==> src/rtl/calc_pkg.sv <==
// Shared definitions for the calculator datapath blocks: operand width,
// serial-counter width and the subtractor FSM state encoding.
package calc_pkg;

  localparam int CALC_WIDTH = 8;
  localparam int COUNT_W    = 3;

  typedef enum logic [1:0] {
    IDLE  = 2'b00,
    SHIFT = 2'b01,
    DONE  = 2'b10
  } sub_state_t;

endpackage

==> src/rtl/full_sub_bit.sv <==
// One-bit full subtractor cell: d = a - b - bin, bout set when a borrow
// propagates out. With bin tied low it behaves as a half subtractor.
module full_sub_bit (
  input  logic a,
  input  logic b,
  input  logic bin,
  output logic d,
  output logic bout
);

  assign d    = a ^ b ^ bin;
  assign bout = (~a & b) | (~(a ^ b) & bin);

endmodule

==> src/rtl/serial_subtractor_8.sv <==
// Bit-serial WIDTH-bit subtractor: D = A - B with borrow-out.
// Operands are captured on the start handshake and processed LSB-first,
// one bit per clock, through a single full_sub_bit cell and a registered
// borrow. The result is held with res_valid until res_ack.
// Optional build macro: SERIAL_SUB_OVERFLOW_EN adds the signed-overflow
// output ovf, derived from the operand MSBs captured at acceptance.
module serial_subtractor_8
  import calc_pkg::*;
#(
  parameter int WIDTH = CALC_WIDTH
) (
  input  logic             clk,
  input  logic             rst,
  input  logic             start,
  input  logic [WIDTH-1:0] a_in,
  input  logic [WIDTH-1:0] b_in,
  output logic             ready,
  output logic             busy,
  output logic             res_valid,
  input  logic             res_ack,
  output logic [WIDTH-1:0] diff,
  output logic             borrow_out
`ifdef SERIAL_SUB_OVERFLOW_EN
  ,
  output logic             ovf
`endif
);

  localparam int CW = $clog2(WIDTH);
  localparam logic [CW-1:0] LAST_BIT = CW'(WIDTH - 1);

  sub_state_t       state_q, state_d;
  logic [WIDTH-1:0] sa_q, sa_d;
  logic [WIDTH-1:0] sb_q, sb_d;
  logic [WIDTH-1:0] sr_q, sr_d;
  logic [CW-1:0]    count_q, count_d;
  logic             bw_q, bw_d;
  logic [WIDTH-1:0] diff_q, diff_d;
  logic             borrow_q, borrow_d;
  logic             ready_q, ready_d;
  logic             busy_q, busy_d;
  logic             valid_q, valid_d;

`ifdef SERIAL_SUB_OVERFLOW_EN
  logic             a_msb_q, a_msb_d;
  logic             b_msb_q, b_msb_d;
  logic             ovf_q, ovf_d;
`endif

  logic             bit_d;
  logic             bit_bout;

  // Bit cell: current LSBs of the operand shift registers plus the running borrow.
  full_sub_bit u_bit (
    .a    (sa_q[0]),
    .b    (sb_q[0]),
    .bin  (bw_q),
    .d    (bit_d),
    .bout (bit_bout)
  );

  // Next-state, datapath shifting and registered-output decode.
  always_comb begin
    state_d  = state_q;
    sa_d     = sa_q;
    sb_d     = sb_q;
    sr_d     = sr_q;
    count_d  = count_q;
    bw_d     = bw_q;
    diff_d   = diff_q;
    borrow_d = borrow_q;
`ifdef SERIAL_SUB_OVERFLOW_EN
    a_msb_d  = a_msb_q;
    b_msb_d  = b_msb_q;
    ovf_d    = ovf_q;
`endif

    case (state_q)
      IDLE: begin
        if (start) begin
          // Borrow cleared here so bit 0 is a plain half-subtract.
          sa_d    = a_in;
          sb_d    = b_in;
          sr_d    = '0;
          count_d = '0;
          bw_d    = 1'b0;
`ifdef SERIAL_SUB_OVERFLOW_EN
          a_msb_d = a_in[WIDTH-1];
          b_msb_d = b_in[WIDTH-1];
`endif
          state_d = SHIFT;
        end
      end

      SHIFT: begin
        sr_d    = {bit_d, sr_q[WIDTH-1:1]};
        sa_d    = {1'b0, sa_q[WIDTH-1:1]};
        sb_d    = {1'b0, sb_q[WIDTH-1:1]};
        count_d = count_q + CW'(1);
        bw_d    = bit_bout;
        if (count_q == LAST_BIT) begin
          // Final bit: publish the assembled result and the outgoing borrow.
          diff_d   = {bit_d, sr_q[WIDTH-1:1]};
          borrow_d = bit_bout;
`ifdef SERIAL_SUB_OVERFLOW_EN
          ovf_d    = (a_msb_q ^ b_msb_q) & (a_msb_q ^ bit_d);
`endif
          state_d  = DONE;
        end
      end

      DONE: begin
        // start is deliberately not looked at here; ack always wins.
        if (res_ack) begin
          state_d = IDLE;
        end
      end

      default: begin
        state_d = IDLE;
      end
    endcase

    ready_d = (state_d == IDLE);
    busy_d  = (state_d == SHIFT);
    valid_d = (state_d == DONE);
  end

  // State and datapath registers with asynchronous clear.
  always_ff @(posedge clk or posedge rst) begin
    if (rst) begin
      state_q  <= IDLE;
      sa_q     <= '0;
      sb_q     <= '0;
      sr_q     <= '0;
      count_q  <= '0;
      bw_q     <= 1'b0;
      diff_q   <= '0;
      borrow_q <= 1'b0;
      ready_q  <= 1'b1;
      busy_q   <= 1'b0;
      valid_q  <= 1'b0;
`ifdef SERIAL_SUB_OVERFLOW_EN
      a_msb_q  <= 1'b0;
      b_msb_q  <= 1'b0;
      ovf_q    <= 1'b0;
`endif
    end else begin
      state_q  <= state_d;
      sa_q     <= sa_d;
      sb_q     <= sb_d;
      sr_q     <= sr_d;
      count_q  <= count_d;
      bw_q     <= bw_d;
      diff_q   <= diff_d;
      borrow_q <= borrow_d;
      ready_q  <= ready_d;
      busy_q   <= busy_d;
      valid_q  <= valid_d;
`ifdef SERIAL_SUB_OVERFLOW_EN
      a_msb_q  <= a_msb_d;
      b_msb_q  <= b_msb_d;
      ovf_q    <= ovf_d;
`endif
    end
  end

  assign ready      = ready_q;
  assign busy       = busy_q;
  assign res_valid  = valid_q;
  assign diff       = diff_q;
  assign borrow_out = borrow_q;
`ifdef SERIAL_SUB_OVERFLOW_EN
  assign ovf        = ovf_q;
`endif

endmodule

==> config.mk <==
export PLATFORM = sky130hd
export DESIGN_NAME = serial_subtractor_8
export DESIGN_NICKNAME = d
export VERILOG_FILES = /design/src/rtl/calc_pkg.sv /design/src/rtl/full_sub_bit.sv /design/src/rtl/serial_subtractor_8.sv
export SDC_FILE = /design/constraint.sdc
export NUM_CORES = 1
export LEC_CHECK = 0
export ABC_AREA = 0
export CORE_UTILIZATION = 57
export CTS_CLUSTER_SIZE = 30
export DETAILED_ROUTE_END_ITERATION = 12
export GPL_ROUTABILITY_DRIVEN = 0
export PLACE_DENSITY = 0.83
export SYNTH_ARGS = -nofsm -noshare
export SYNTH_HDL_FRONTEND = slang
export SYNTH_SLANG_ARGS = --single-unit
export TNS_END_PERCENT = 5
==> constraint.sdc <==
create_clock -name clk -period 4.3 [get_ports clk]
set_clock_uncertainty 0.1 [all_clocks]
set_input_delay 0.86 -clock clk [delete_from_list [all_inputs] [get_ports clk]]
set_output_delay 0.86 -clock clk [all_outputs]
set_load 0.01 [all_outputs]
; After elaboration in Yosys (flattened, before gate mapping)
; Index checks and enable logic that the tools add are counted.
[word_totals]
ff_bits = 42
latchBits = 0
ramBits = 0
mem_bits_ro = 0
input_bits = 20
output_inout_bits = 12
wordCells = 44
mem_count = 0
[classes]
addsub = 1
mul = 0
div_mod_pow = 0
magnitude_cmp = 0
eq_ne = 6
shifts = 0
n_mux = 14
bitwise = 7
n_reduce_logical = 5
[ops]
columns = operator, n
row1 = one-hot mux 8 bit (2 select lines), 3
row2 = 2-to-1 mux 8 bit, 3
row3 = 2-to-1 mux 2 bit, 3
row4 = one-hot mux 2 bit (3 select lines), 1
row5 = one-hot mux 3 bit (2 select lines), 1
row6 = "equality test 2 x 1 -> 1 bit, second input constant", 2
row7 = "equality test 2 bit, second input constant", 2
row8 = zero test 2 bit, 2
row9 = AND reduction 2 bit, 2
row10 = "adder 3 x 1 -> 3 bit, second input constant", 1
row11 = "equality test 3 bit, second input constant", 1
row12 = 2-to-1 mux 3 bit, 1
row13 = AND 1 bit, 2
row14 = "!= test 2 bit, second input constant", 1
row15 = NOT 1 bit, 2
row16 = one-hot mux 1 bit (2 select lines), 1
row17 = nonzero test 2 bit, 1
row18 = bitwise XOR 1 bit, 2
row19 = 2-to-1 mux 1 bit, 1
row20 = bitwise OR 1 bit, 1

; Longest topological paths before layout
; Gate-level depths: netlist (run 1).
[logic_depth]
depth_word = 5
depth_mapped = 5
depth_no_buf = 4

; Modules after synthesis
; From an unflattened synthesis (run 1), not the netlist that was laid out.
[hier_totals]
hier_cells = 145
area_unflattened_um2 = 1737.9
[by_module_without_submodules]
columns = mod, n_inst, cells_each, area_per_inst_um2, seq_area_each_um2
row1 = serial_subtractor_8, 1, 141, 1706.6, 1027.2
row2 = full_sub_bit, 1, 4, 31.3, 0.0

; Worst setup path before layout (run 1)
; OpenSTA, ideal clock, no wires.
[synth_path]
path_type = in2reg
from = input start
to = register sa_q[4]
setup_ps = 142
t_arrival_ps = 1327
t_required_ps = 4058
slack_ps = 2731
cell_stages = 3
path_buffers = 1
path_cell_list = clkbuf_1 > nor4b_1 > a221oi_1
[synth_via]
elab_chain_len = 2
[synth_rtl]
columns = element, line
row1 = from (decl), serial_subtractor_8.sv:14  ; input logic start,
row2 = != test 2 bit (no source line), n/a
row3 = AND reduction 2 bit (no source line), n/a
row4 = to (signal assigned), serial_subtractor_8.sv:133  ; sa_q <= '0;
row5 = to (signal assigned), serial_subtractor_8.sv:150  ; sa_q <= sa_d;
row6 = to (decl), serial_subtractor_8.sv:33  ; logic [WIDTH-1:0] sa_q, sa_d;
; Every way passes these cells.
; A chain may end at the register's enable or synchronous reset.

; Final worst setup path (run 1)
[layout_path]
from = input start
to = register sb_q[6]
[layout_via]
elab_chain_len = 2
[layout_rtl]
columns = element, line
row1 = != test 2 bit (no source line), n/a
row2 = AND reduction 2 bit (no source line), n/a
row3 = to (signal assigned), serial_subtractor_8.sv:134  ; sb_q <= '0;
row4 = to (signal assigned), serial_subtractor_8.sv:151  ; sb_q <= sb_d;
row5 = to (decl), serial_subtractor_8.sv:34  ; logic [WIDTH-1:0] sb_q, sb_d;
; Every way passes these cells.

==> results.txt, run 1 <==
At the end of the flow the core is filled with cells to 70.46%. The critical path required time came out at about 4.4 ns. The classification of the worst setup path is primary input to register.

The synthesized area came out at 2006 µm². The area added between synthesis and finish is 18.15%. The routed design has 3.450 mm of wire. Once the clock tree was built, the resizer swapped 0 gates to a different size. The number of global-route vias before repair came to around 1200.

The count of hold buffers inserted by post-cts repair is 0. Yosys attributes the largest share of cell area to sky130_fd_sc_hd__dfrtp_1, sky130_fd_sc_hd__nor4b_2, sky130_fd_sc_hd__mux2_4, sky130_fd_sc_hd__a22o_1, sky130_fd_sc_hd__buf_6. The number of instances in the synthesized netlist came out at 143. In this run the worst setup path begins at start.

The total die area is 3760 µm². The number of max-slew violations in the final report is 0. The total global routing overflow came out at 0.

The ratio of total power to cell area is 669.3 nW/µm². The number of cells in the finished layout apart from fillers is approximately 220. Detailed routing placed a total of 1.773 mm of wire on met2. Among all flip-flop cells after synthesis, the most frequent one is sky130_fd_sc_hd__dfrtp_1. The clock passes through at most 2 buffers. The shortest period the worst path allows is 2.411 ns. The origin of the critical flop-to-flop path is state_q[1]$_DFF_PP0_. 0 antenna diodes ended up in the layout.

After clock tree synthesis, the clock-pin slew on the worst setup and hold paths is roughly 0.11 ns. The number of DRC markers after the initial detailed-route iteration came out at 42. In this run the worst path has a maximum fanout of 28. Yosys printed 0 warnings. The core region area came out at 3363 µm². The area of the multi-input gates is approximately 810 µm².

The largest incremental delay on the critical path is roughly 0.76 ns. The post-route netlist has 26.74% of its cells at a drive strength greater than 1. The minimum setup slack after placement came out at 1.526 ns.

The pin slew with the least headroom to its limit is between 1 and 1.5 ns. Signal routing reaches up to met4. The maximum number of pins on one net before global-route repair is 31. Setup slack on the worst reg-to-reg path comes out at 2.14 ns. The tightest min-delay check is of the register to register type. The number of logic stages on the critical path including buffering is 3. In the detailed route, the total length drawn on met3 is ~150 µm. The worst path meets setup with between 1.5 and 2 ns of slack. TritonCTS built the clock tree. The average vias per placed instance came out at ~5.7. The highest ir drop seen on vdd is approximately 0.32 mV.

The run finished with clean final reports. The signal on the critical path passes through clkdlybuf4s50_1, o21bai_4, a221oi_1. The placed cell count is between 200 and 250.

STA classifies the critical path endpoint as a register. The tool flagged a number of max-cap violations equal to 0. After synthesis, the mean cell area works out to between 10 and 15 µm². The I/O pin count is 32. The total number of placement rows is 21. The cell with the most instances after synthesis is sky130_fd_sc_hd__dfrtp_1. The maximum achievable frequency is 414.8 MHz. The cell sitting at the root of the clock tree is a sky130_fd_sc_hd__clkbuf_4. The worst setup path endpoint is sb_q[6]$_DFFE_PP0P_.

The first global-routing pass estimated 5.637 mm of wire. The ratio of final minimum period to clock period came out at 56.06%. The share of the synthesized area in the top cell type is 49.91%. Yosys mapped the design onto 27 distinct sky130hd cell types. The number of buffers and inverters on the critical path is 1. In the final timing run, aggregate negative setup slack is 0 ns.

The post-synthesis async set-or-reset flop share came out at 100.0%. In this run, synthesis produced a sequential element count of 41. By count the netlist is led by sky130_fd_sc_hd__dfrtp_1, sky130_fd_sc_hd__inv_1, sky130_fd_sc_hd__a22o_1.

The net count of the finished layout came out at 194. The length of the first detailed-routing pass in iterations is 4. The total track usage came out at between 20% and 30%. The worst setup path is launched from a primary input. The H-tree level count came out at 2. The number of nets in the synthesized netlist is 166. The number of post-CTS setup repair buffers is 0. The overall via count from detail_route came out at around 1200. The number of endpoints failing setup at the final stage is 0.

The clock insertion delay at the later pin of the skew report is 0.36 ns. Setup repair after global routing left no endpoint under its margin. The initial antenna violation count is 0. The HPWL after detailed placement came out at 2.365 mm. The total of fill cells in the finished design came out at 268. The average wire per cell in the routed design is 15.83 µm. For this design the static power due to leakage is 1.034 nW. In this run the tightest slew margin relative to its limit is between 20% and 30%. The critical path arrival is approximately 2.5 ns.

The number of flops mapped to enable cells by yosys is 0. The initial core utilization is 59.64%. In this run the critical register-to-register path is captured at count_q[0]$_DFFE_PP0P_.

The number of failing hold endpoints at the final stage came out at 0. The horizontal extent of the die came out at 61.32 µm. The portion of the post-synthesis area used by sequential elements came out at 51.22%. The biggest area contributor in the post-synthesis netlist is sky130_fd_sc_hd__dfrtp_1. The area used by sequential logic in the layout is a little over 1000 µm². On the critical path the largest part of the delay comes from compound AO/OA/AOI/OAI gates. The clock net sink count came out at 41.

On the critical path, the stage with the largest delay is an instance of sky130_fd_sc_hd__o21bai_4. The number of buffers created by CTS came out at 5. The number of design rule violations left after detail routing is 0. The vertical die dimension is ~60 µm. In this run the most critical hold path is launched from sr_q[1]$_DFFE_PP0P_.

The number of nets with antenna violations after routing is 0. For this block, wires on met1 add up to 1.458 mm. Buffers placed on the I/O ports in this run total 31. The depth of the worst register-to-register path came out at 2.
metrics by stage:
| stage | hold WS (ns) | power (W) | instance area (µm²) |
|---|---|---|---|
| final | 0.4202 | 0.001586 | 2370 |
| after floorplan | 0.3660 | 0.001185 | 2006 |
| after global placement | 0.3877 | 0.001297 | 2281 |
| after global routing | 0.4434 | 0.001700 | 2370 |
| after CTS | 0.4222 | 0.001609 | 2370 |
| after detailed placement | 0.3934 | 0.001338 | 2281 |
cells in the final DEF (no fill, tap or decap), types with 2 or more instances in the layout:
cell / n
sky130_fd_sc_hd__inv_1: 16
sky130_fd_sc_hd__o21ai_0: 2
sky130_fd_sc_hd__nor3b_2: 3
sky130_fd_sc_hd__a21oi_1: 2
sky130_fd_sc_hd__nor4b_2: 10
sky130_fd_sc_hd__nor2_1: 3
sky130_fd_sc_hd__a211oi_2: 6
sky130_fd_sc_hd__nor4b_1: 4
sky130_fd_sc_hd__mux2_2: 2
sky130_fd_sc_hd__dfrtp_1: 40
sky130_fd_sc_hd__nor3b_1: 4
sky130_fd_sc_hd__a22o_1: 12
sky130_fd_sc_hd__clkdlybuf4s50_1: 31
sky130_fd_sc_hd__buf_4: 2
sky130_fd_sc_hd__clkbuf_4: 5
sky130_fd_sc_hd__nand2b_1: 3
sky130_fd_sc_hd__a221oi_1: 4
sky130_fd_sc_hd__a221oi_2: 4
sky130_fd_sc_hd__mux2_4: 8
sky130_fd_sc_hd__ha_1: 2
where the power goes:
| group | total (W) | switching, W | internal (W) |
|---|---|---|---|
| clock | 0.000264 | 0.000126 | 0.000138 |
| combinational | 0.000659 | 0.000304 | 0.000355 |
| sequential | 0.000663 | 0.000110 | 0.000553 |
area by class of cell:
cell class	count	area share [%]
inverters	16	2.534
multi-input cells	74	34.21
clock buffers	6	2.165
flip-flops and latches	41	43.35
repair buffers	33	13.73
clock inverters	2	1.584
well taps	46	2.429
registers in the layout, indices dropped and copies added, names as in the netlist:
register    count
ready           1
res_valid       1
sr_q            7
diff            8
bw_q            1
state_q         2
sb_q            8
sa_q            8
busy            1
borrow_out      1
count_q         3
worst min-delay path by stage:
stage	endpoint	slack (ns)	cells past startpoint
after CTS	diff[6]$_DFFE_PP0P_	0.42	1
after global placement	diff[6]$_DFFE_PP0P_	0.39	1
after global routing	sb_q[7]$_DFFE_PP0P_	0.44	1
after floorplan	sr_q[1]$_DFFE_PP0P_	0.37	1
after detailed placement	diff[6]$_DFFE_PP0P_	0.39	1
final	sr_q[1]$_DFFE_PP0P_	0.42	1
logic make-up (layout without fill, tap and decap cells):
logic type      count (synthesis)  after routing  share of synthesized area, %
buf+inv                        28             57                         8.359
flops                          41             41                         51.22
mux                            10             10                         7.112
fa+ha+maj                       3              3                         2.246
simple gates                   29             29                         15.03
compound gates                 32             32                         16.03
metal layers:
metal  GRT usage, %  vias up
met5              0        -
met4          9.740        0
met3          6.303        7
met2          36.34       30
met1          25.62      622
li1               -      577
No activity file was read; power rests on OpenSTA's default activity.
==> inputs of run 2 (changes only) <==
--- a/config.mk
+++ b/config.mk
@@ -6,11 +6,11 @@
 export NUM_CORES = 1
 export LEC_CHECK = 0
 export ABC_AREA = 0
-export CORE_UTILIZATION = 57
+export CORE_UTILIZATION = 53
 export CTS_CLUSTER_SIZE = 30
 export DETAILED_ROUTE_END_ITERATION = 12
 export GPL_ROUTABILITY_DRIVEN = 0
-export PLACE_DENSITY = 0.83
+export PLACE_DENSITY = 0.78
 export SYNTH_ARGS = -nofsm -noshare
 export SYNTH_HDL_FRONTEND = slang
 export SYNTH_SLANG_ARGS = --single-unit
==> constraint.sdc (replaced) <==
create_clock -name clk -period 2.5 [get_ports clk]
set_clock_uncertainty 0.1 [all_clocks]
set_input_delay 0.5 -clock clk [delete_from_list [all_inputs] [get_ports clk]]
set_output_delay 0.5 -clock clk [all_outputs]
set_load 0.01 [all_outputs]
==> run 2 against run 1 <==
Compared with the run above: design area grew 1.0%; worst setup slack got worse by 1.3 ns; die area grew 7.3%; global-route usage is 2.6 points lower.
==> results.txt, run 2 (synthesized netlist as in run 1, its figures left out) <==
The number of global-route vias before repair was 1253 (+1.0%). The largest incremental delay on the critical path is 0.52 ns (-0.24 ns). The worst max-slew margin expressed relative to the limit came out at 59.12% (+35 points). The area added between synthesis and finish came out at 19.34%. The net count of the finished layout was 198 (+2.1%).

The average vias per placed instance came out at 5.500 (-3.0%). The H-tree level count is 2 (unchanged). The class of the tightest hold or removal check is register to register.

The fraction of final layout cells sized beyond drive strength 1 is 27.84% (+1.1 points). The count of hold buffers inserted by post-cts repair was 0 (unchanged). The worst setup path is of the register to output port kind. The number of endpoints failing setup at the final stage is 0 (unchanged). The global-route wire length before repair came out at 5.747 mm (+2.0%). Traced cell by cell, the critical path runs through clkdlybuf4s50_1. The average wire per cell in the routed design is 14.82 µm (-6.4%).

The met1 routing resource usage after global routing came out at 21.39% (-4.2 points). The vertical die dimension is 63.52 µm (+3.6%). The total global routing overflow is 0 (unchanged). The clock insertion delay at the later pin of the skew report is 0.30 ns (-0.06 ns). The number of DRC markers after the initial detailed-route iteration is 49 (+17%). The maximum achievable frequency came out at around 520 MHz.

After global routing, the most crowded layer is met2. The HPWL after detailed placement came out at 2.296 mm (-2.9%). The number of antenna repair diodes is 0 (unchanged). The root buffer cell chosen for the clock tree is sky130_fd_sc_hd__clkbuf_8. The number of post-CTS setup repair buffers is 0 (unchanged). The top cell types in the final layout, fill and taps aside, are sky130_fd_sc_hd__dfrtp_1, sky130_fd_sc_hd__clkdlybuf4s50_1, sky130_fd_sc_hd__inv_1. The total negative slack for setup checks came out at 0 ns (unchanged). The critical path arrival is 1.34 ns (-1.17 ns). The overall via count from detail_route came out at 1221 (-1.2%). The met3 track demand over resource in global routing is 7.065% (+0.76 points). The total of buffers placed on input and output ports is 31 (unchanged).

The ratio of total power to cell area is 1129 nW/µm² (+69%). The core region area came out at 3468 µm² (+3.1%). The clock slew at the register clock pins of the worst setup and hold paths came out at 0.08 ns (-0.03 ns). In this run the worst setup path begins at ready$_DFF_PP1_. The total die area is 4034 µm² (+7.3%). The startpoint identified for the worst register-to-register timing path is state_q[0]$_DFF_PP0_.

The max-capacitance violation count is 0 (unchanged). The highest ir drop seen on vdd is 0.6091 mV (+92%). The worst setup path is captured at an output port.

The beginning of the worst hold path is sa_q[7]$_DFFE_PP0P_. The pin slew with the least headroom to its limit is 0.6132 ns (-0.5184 ns). The met2 global-route usage is 32.45% (-3.9 points). The total number of placement rows came to 21 (unchanged). Setup repair after global routing left no endpoint under its margin. The worst setup path is launched from a register. The number of gates given a new drive strength after cts came out at 0 (unchanged).

The total leakage power came out at 1.055 nW (+2.0%). The final setup slack of the worst path is 0.5598 ns (-1.330 ns). The critical path required time came out at 1.90 ns (-2.50 ns).

The number of buffers created by CTS came out at 5 (unchanged). Leaving out fill and tap cells, the most frequent cell in the layout is sky130_fd_sc_hd__dfrtp_1. TritonCTS built the clock tree. The slowest stage of the critical path belongs to the cell sky130_fd_sc_hd__dfstp_2. The number of buffers and inverters on the critical path is 1 (unchanged). The number of failing hold endpoints at the final stage was 0 (unchanged).

The maximum number of pins on one net before global-route repair is 42 (+35%). The initial antenna violation count is 0 (unchanged). The ratio of final minimum period to clock period came out at approximately 78%. The maximum buffer depth of the clock tree is 2 (unchanged). The total track usage is 18.96% (-2.6 points). The clock net sink count is 41 (unchanged). The routed wire length is 3.290 mm (-4.6%).

The cell family contributing the most delay on the critical path is flip-flops. The number of nets with antenna violations after routing is 0 (unchanged). The minimum setup slack after placement came out at 0.5466 ns (-0.9790 ns). The horizontal extent of the die came out at 63.52 µm (+3.6%).

The run finished with clean final reports. The biggest fanout along the worst timing path came to 1 (-96%). The shortest period the worst path allows is 1.940 ns. The number of max-slew violations in the final report is 0 (unchanged). The number of design rule violations left after detail routing is 0 (unchanged).

The initial core utilization is 57.83% (-1.8 points). The I/O pin count came out at 32 (unchanged). The worst hold slack after final layout is 0.4077 ns (-0.01248 ns). The length of the first detailed-routing pass in iterations came to 4 (unchanged).
-- run 2: changes by cell type in the layout (fill, tap and decap cells not counted), sizes merged --
cell	before	now
buf	2	6
clkinv	0	2
bufinv	1	0
clkinvlp	1	0
-- run 2: area by class of cell --
class	instances	area, µm²
multi-input combinational	74	810.8
tap	46	57.56
timing repair buffer	37	355.3
clock buffer	6	72.57
sequential	41	1027
inverter	16	60.06
clock inverter	2	10.01
fill	281	1075
-- run 2: worst paths after layout --
path	to	slack, ns	depth (start not counted)
worst max-delay path	ready	0.56	1
worst min-delay path	sa_q[7]$_DFFE_PP0P_	0.41	1
worst max register to register	sa_q[6]$_DFFE_PP0P_	0.65	4
worst min register to register	sa_q[7]$_DFFE_PP0P_	0.41	1
max in group asynchronous	ready$_DFF_PP1_	1.41	3
min in group asynchronous	diff[2]$_DFFE_PP0P_	0.53	3
-- run 2: stage by stage --
stage	util, %	instance area (µm²)	total power, W	instances
detailed placement	66.63	2311	0.002314	214
CTS	69.01	2394	0.002727	222
global route	69.01	2394	0.002909	222
finish	69.01	2394	0.002701	222
global placement	66.63	2311	0.002251	214
floorplan	-	2006	0.002038	143
-- run 2: per-layer routing --
layer  wire length, µm  up-vias  part of all wire, %
met5                 0        -                    0
met4                44        0                  1.3
met3               151        4                  4.6
met2              1670       31                   51
met1              1424      604                   43
li1                  -      582                    -
-- run 2: power by group --
group	switching (W)	internal, W
Clock	0.000220	0.000193
Combinational	0.000508	0.000629
Sequential	0.000198	0.000954
==> inputs of run 3 (changes only) <==
--- a/config.mk
+++ b/config.mk
@@ -6,11 +6,11 @@
 export NUM_CORES = 1
 export LEC_CHECK = 0
 export ABC_AREA = 0
-export CORE_UTILIZATION = 53
+export CORE_UTILIZATION = 48
 export CTS_CLUSTER_SIZE = 30
 export DETAILED_ROUTE_END_ITERATION = 12
 export GPL_ROUTABILITY_DRIVEN = 0
-export PLACE_DENSITY = 0.78
+export PLACE_DENSITY = 0.75
 export SYNTH_ARGS = -nofsm -noshare
 export SYNTH_HDL_FRONTEND = slang
 export SYNTH_SLANG_ARGS = --single-unit
==> constraint.sdc (replaced) <==
create_clock -name clk -period 1.7 [get_ports clk]
set_clock_uncertainty 0.1 [all_clocks]
set_input_delay 0.34 -clock clk [delete_from_list [all_inputs] [get_ports clk]]
set_output_delay 0.34 -clock clk [all_outputs]
set_load 0.01 [all_outputs]
==> run 3 against run 2 <==
Compared with the run above: design area grew 3.6%; critical path depth is the same; critical endpoint is now borrow_out; clock power grew 68%; die area grew 10%; largest cell class unchanged; critical path type unchanged.
==> results.txt, run 3 (synthesized netlist as in run 1, its figures left out) <==
The run finished with clean final reports. The routed wire length is 3.533 mm (+7.4%). The clock net sink count is 41 (unchanged).

The critical path in this run is classified as register to output port. The average vias per placed instance came out at 5.550 (+0.91%). The clock insertion delay at the later pin of the skew report came to 0.30 ns (about the same). The clock slew at the register clock pins of the worst setup and hold paths is 0.07 ns (about the same). The vertical die dimension is 66.64 µm (+4.9%). The final cell utilization of the core came out at 61.96% (-7.0 points). The number of global-route vias before repair is 1361 (+8.6%). Broken down by cell family, the worst path's largest delay share belongs to buffers and inverters. The global-route wire length before repair is 6.154 mm (+7.1%).

The total global routing overflow came to 0 (unchanged). The critical path required time came out at 1.26 ns (-0.64 ns). The number of endpoints failing setup at the final stage is 0 (unchanged).

The biggest fanout along the worst timing path is 2 (+1). The HPWL after detailed placement is 2.387 mm (+4.0%). The total die area came to 4441 µm² (+10%). The I/O pin count was 32 (unchanged).

The H-tree level count is 2 (unchanged). The critical path arrival is 1.18 ns (-0.16 ns). The critical path goes through clkdlybuf4s50_1. The worst setup path is captured at an output port.

The net count of the finished layout is 201 (+1.5%). The ratio of final minimum period to clock period came out at between 90 and 100%. The number of design rule violations left after detail routing came out at 0 (unchanged). The tree is rooted in a sky130_fd_sc_hd__clkbuf_8. The most common cell after layout, fill and taps aside is sky130_fd_sc_hd__dfrtp_1. The fraction of final layout cells sized beyond drive strength 1 is 29.61% (+1.8 points). The number of buffers and inverters on the critical path came out at 1 (unchanged). The maximum achievable frequency came out at 615.7 MHz. The average wire per cell in the routed design came out at 15.43 µm (+4.1%). The area added between synthesis and finish came out at 23.58%. The worst setup path is launched from a register. The maximum number of pins on one net before global-route repair came out at 42 (unchanged). The shortest period the worst path allows came out at 1.624 ns. The total number of placement rows is 23 (+9.5%). The number of failing hold endpoints at the final stage came out at 0 (unchanged).

The library cells used most frequently in the layout, excluding fill and tap cells, are sky130_fd_sc_hd__dfrtp_1, sky130_fd_sc_hd__clkdlybuf4s50_1, sky130_fd_sc_hd__inv_1. The largest incremental delay on the critical path was 0.54 ns (+0.02 ns). The number of nets with antenna violations after routing is 0 (unchanged). The overall via count from detail_route is 1271 (+4.1%).

The number of max-slew violations in the final report is 0 (unchanged). The number of buffers created by CTS came to 5 (unchanged). The number of DRC markers after the initial detailed-route iteration is 83 (+69%).

The maximum buffer depth of the clock tree is 2 (unchanged). The count of hold buffers inserted by post-cts repair is 0 (unchanged). The initial antenna violation count is 0 (unchanged). The worst max-slew margin expressed relative to the limit came out at 58.37% (-0.75 points). The total negative slack for setup checks came to 0 ns (unchanged). The ratio of total power to cell area is 1665 nW/µm² (+48%).

The number of antenna repair diodes came out at 0 (unchanged). The horizontal extent of the die is 66.64 µm (+4.9%). The max-capacitance violation count is 0 (unchanged). The total leakage power came out at 1.111 nW (+5.4%).

The pin slew with the least headroom to its limit is 0.6245 ns (+0.01126 ns). The path class of the tightest hold or removal check is primary input to async pin. The total track usage is 18.87% (-0.092 points).

Setup repair after global routing left no endpoint under its margin. The slowest stage of the critical path belongs to the cell sky130_fd_sc_hd__clkdlybuf4s50_1. The core region area was 4000 µm² (+15%). The length of the first detailed-routing pass in iterations came out at 4 (unchanged).

TritonCTS built the clock tree. The total of buffers placed on input and output ports is 31 (unchanged). The initial core utilization is 50.14% (-7.7 points). The highest ir drop seen on vdd came out at 0.8384 mV (+38%).
[run 3: changes by cell type in the layout (fill, tap and decap cells not counted)]
cell	change
sky130_fd_sc_hd__clkdlybuf4s50_1	-2
sky130_fd_sc_hd__clkbuf_1	-1
sky130_fd_sc_hd__clkbuf_8	+2
sky130_fd_sc_hd__dlygate4sd2_1	+1
sky130_fd_sc_hd__buf_12	+3
sky130_fd_sc_hd__clkinv_2	-1
sky130_fd_sc_hd__dlymetal6s2s_1	+1
[run 3: layout make-up]
| type | count | area [µm²] |
|---|---|---|
| Clock buffer | 7 | 96.34 |
| Inverter | 16 | 60.06 |
| Clock inverter | 1 | 5.005 |
| Fill cell | 303 | 1521 |
| Multi-Input combinational cell | 74 | 810.8 |
| Sequential cell | 41 | 1027 |
| Tap cell | 50 | 62.56 |
| Timing Repair Buffer | 40 | 416.7 |
[run 3: worst paths after layout]
path / slack, ns / from / end / cells after the start
max in group asynchronous: 0.94 / rst / ready$_DFF_PP1_ / 3
setup / recovery: 0.08 / borrow_out$_DFFE_PP0P_ / borrow_out / 1
hold / removal: 0.30 / rst / sr_q[7]$_DFFE_PP0P_ / 3
setup reg to reg: 0.09 / count_q[0]$_DFFE_PP0P_ / diff[6]$_DFFE_PP0P_ / 5
min in group clk: 0.40 / sr_q[1]$_DFFE_PP0P_ / sr_q[1]$_DFFE_PP0P_ / 1
hold reg to reg: 0.40 / sr_q[1]$_DFFE_PP0P_ / sr_q[1]$_DFFE_PP0P_ / 1
[run 3: repair_timing]
item / CTS / global route
gates cloned: 0 / 0
setup buffers: 0 / 0
gates resized for setup: 1 / 1
setup endpoints to repair: 1 / 1
hold endpoints to repair: 0 / 0
[run 3: metrics by stage]
step	worst slack, ns	total power (W)	hold slack [ns]	std cells	area, µm²
floorplan	0.1885	0.002997	0.3660	143	2006
global placement	0.07760	0.003380	0.3871	221	2376
detailed placement	0.003999	0.003482	0.3865	221	2376
CTS	0.04280	0.004179	0.3094	229	2476
global route	0.01077	0.004421	0.3333	229	2479
finish	0.07572	0.004128	0.2977	229	2479
[run 3: metal layers]
layer | track usage [%] | up-vias | share of wire (%)
met3 | 4.110 | 7 | 3.9
li1 | - | 594 | -
met1 | 23.82 | 639 | 45
met2 | 30.56 | 31 | 49
met5 | 0 | - | 0
met4 | 8.777 | 0 | 2.1
[run 3: power by group]
group          leakage, nW  switching (W)  internal [W]  total, W
logic                0.551       0.000800      0.000969   0.00177
registers            0.506       0.000263       0.00140   0.00167
clock network       0.0542       0.000326      0.000367  0.000693
total                 1.11        0.00139       0.00274   0.00413
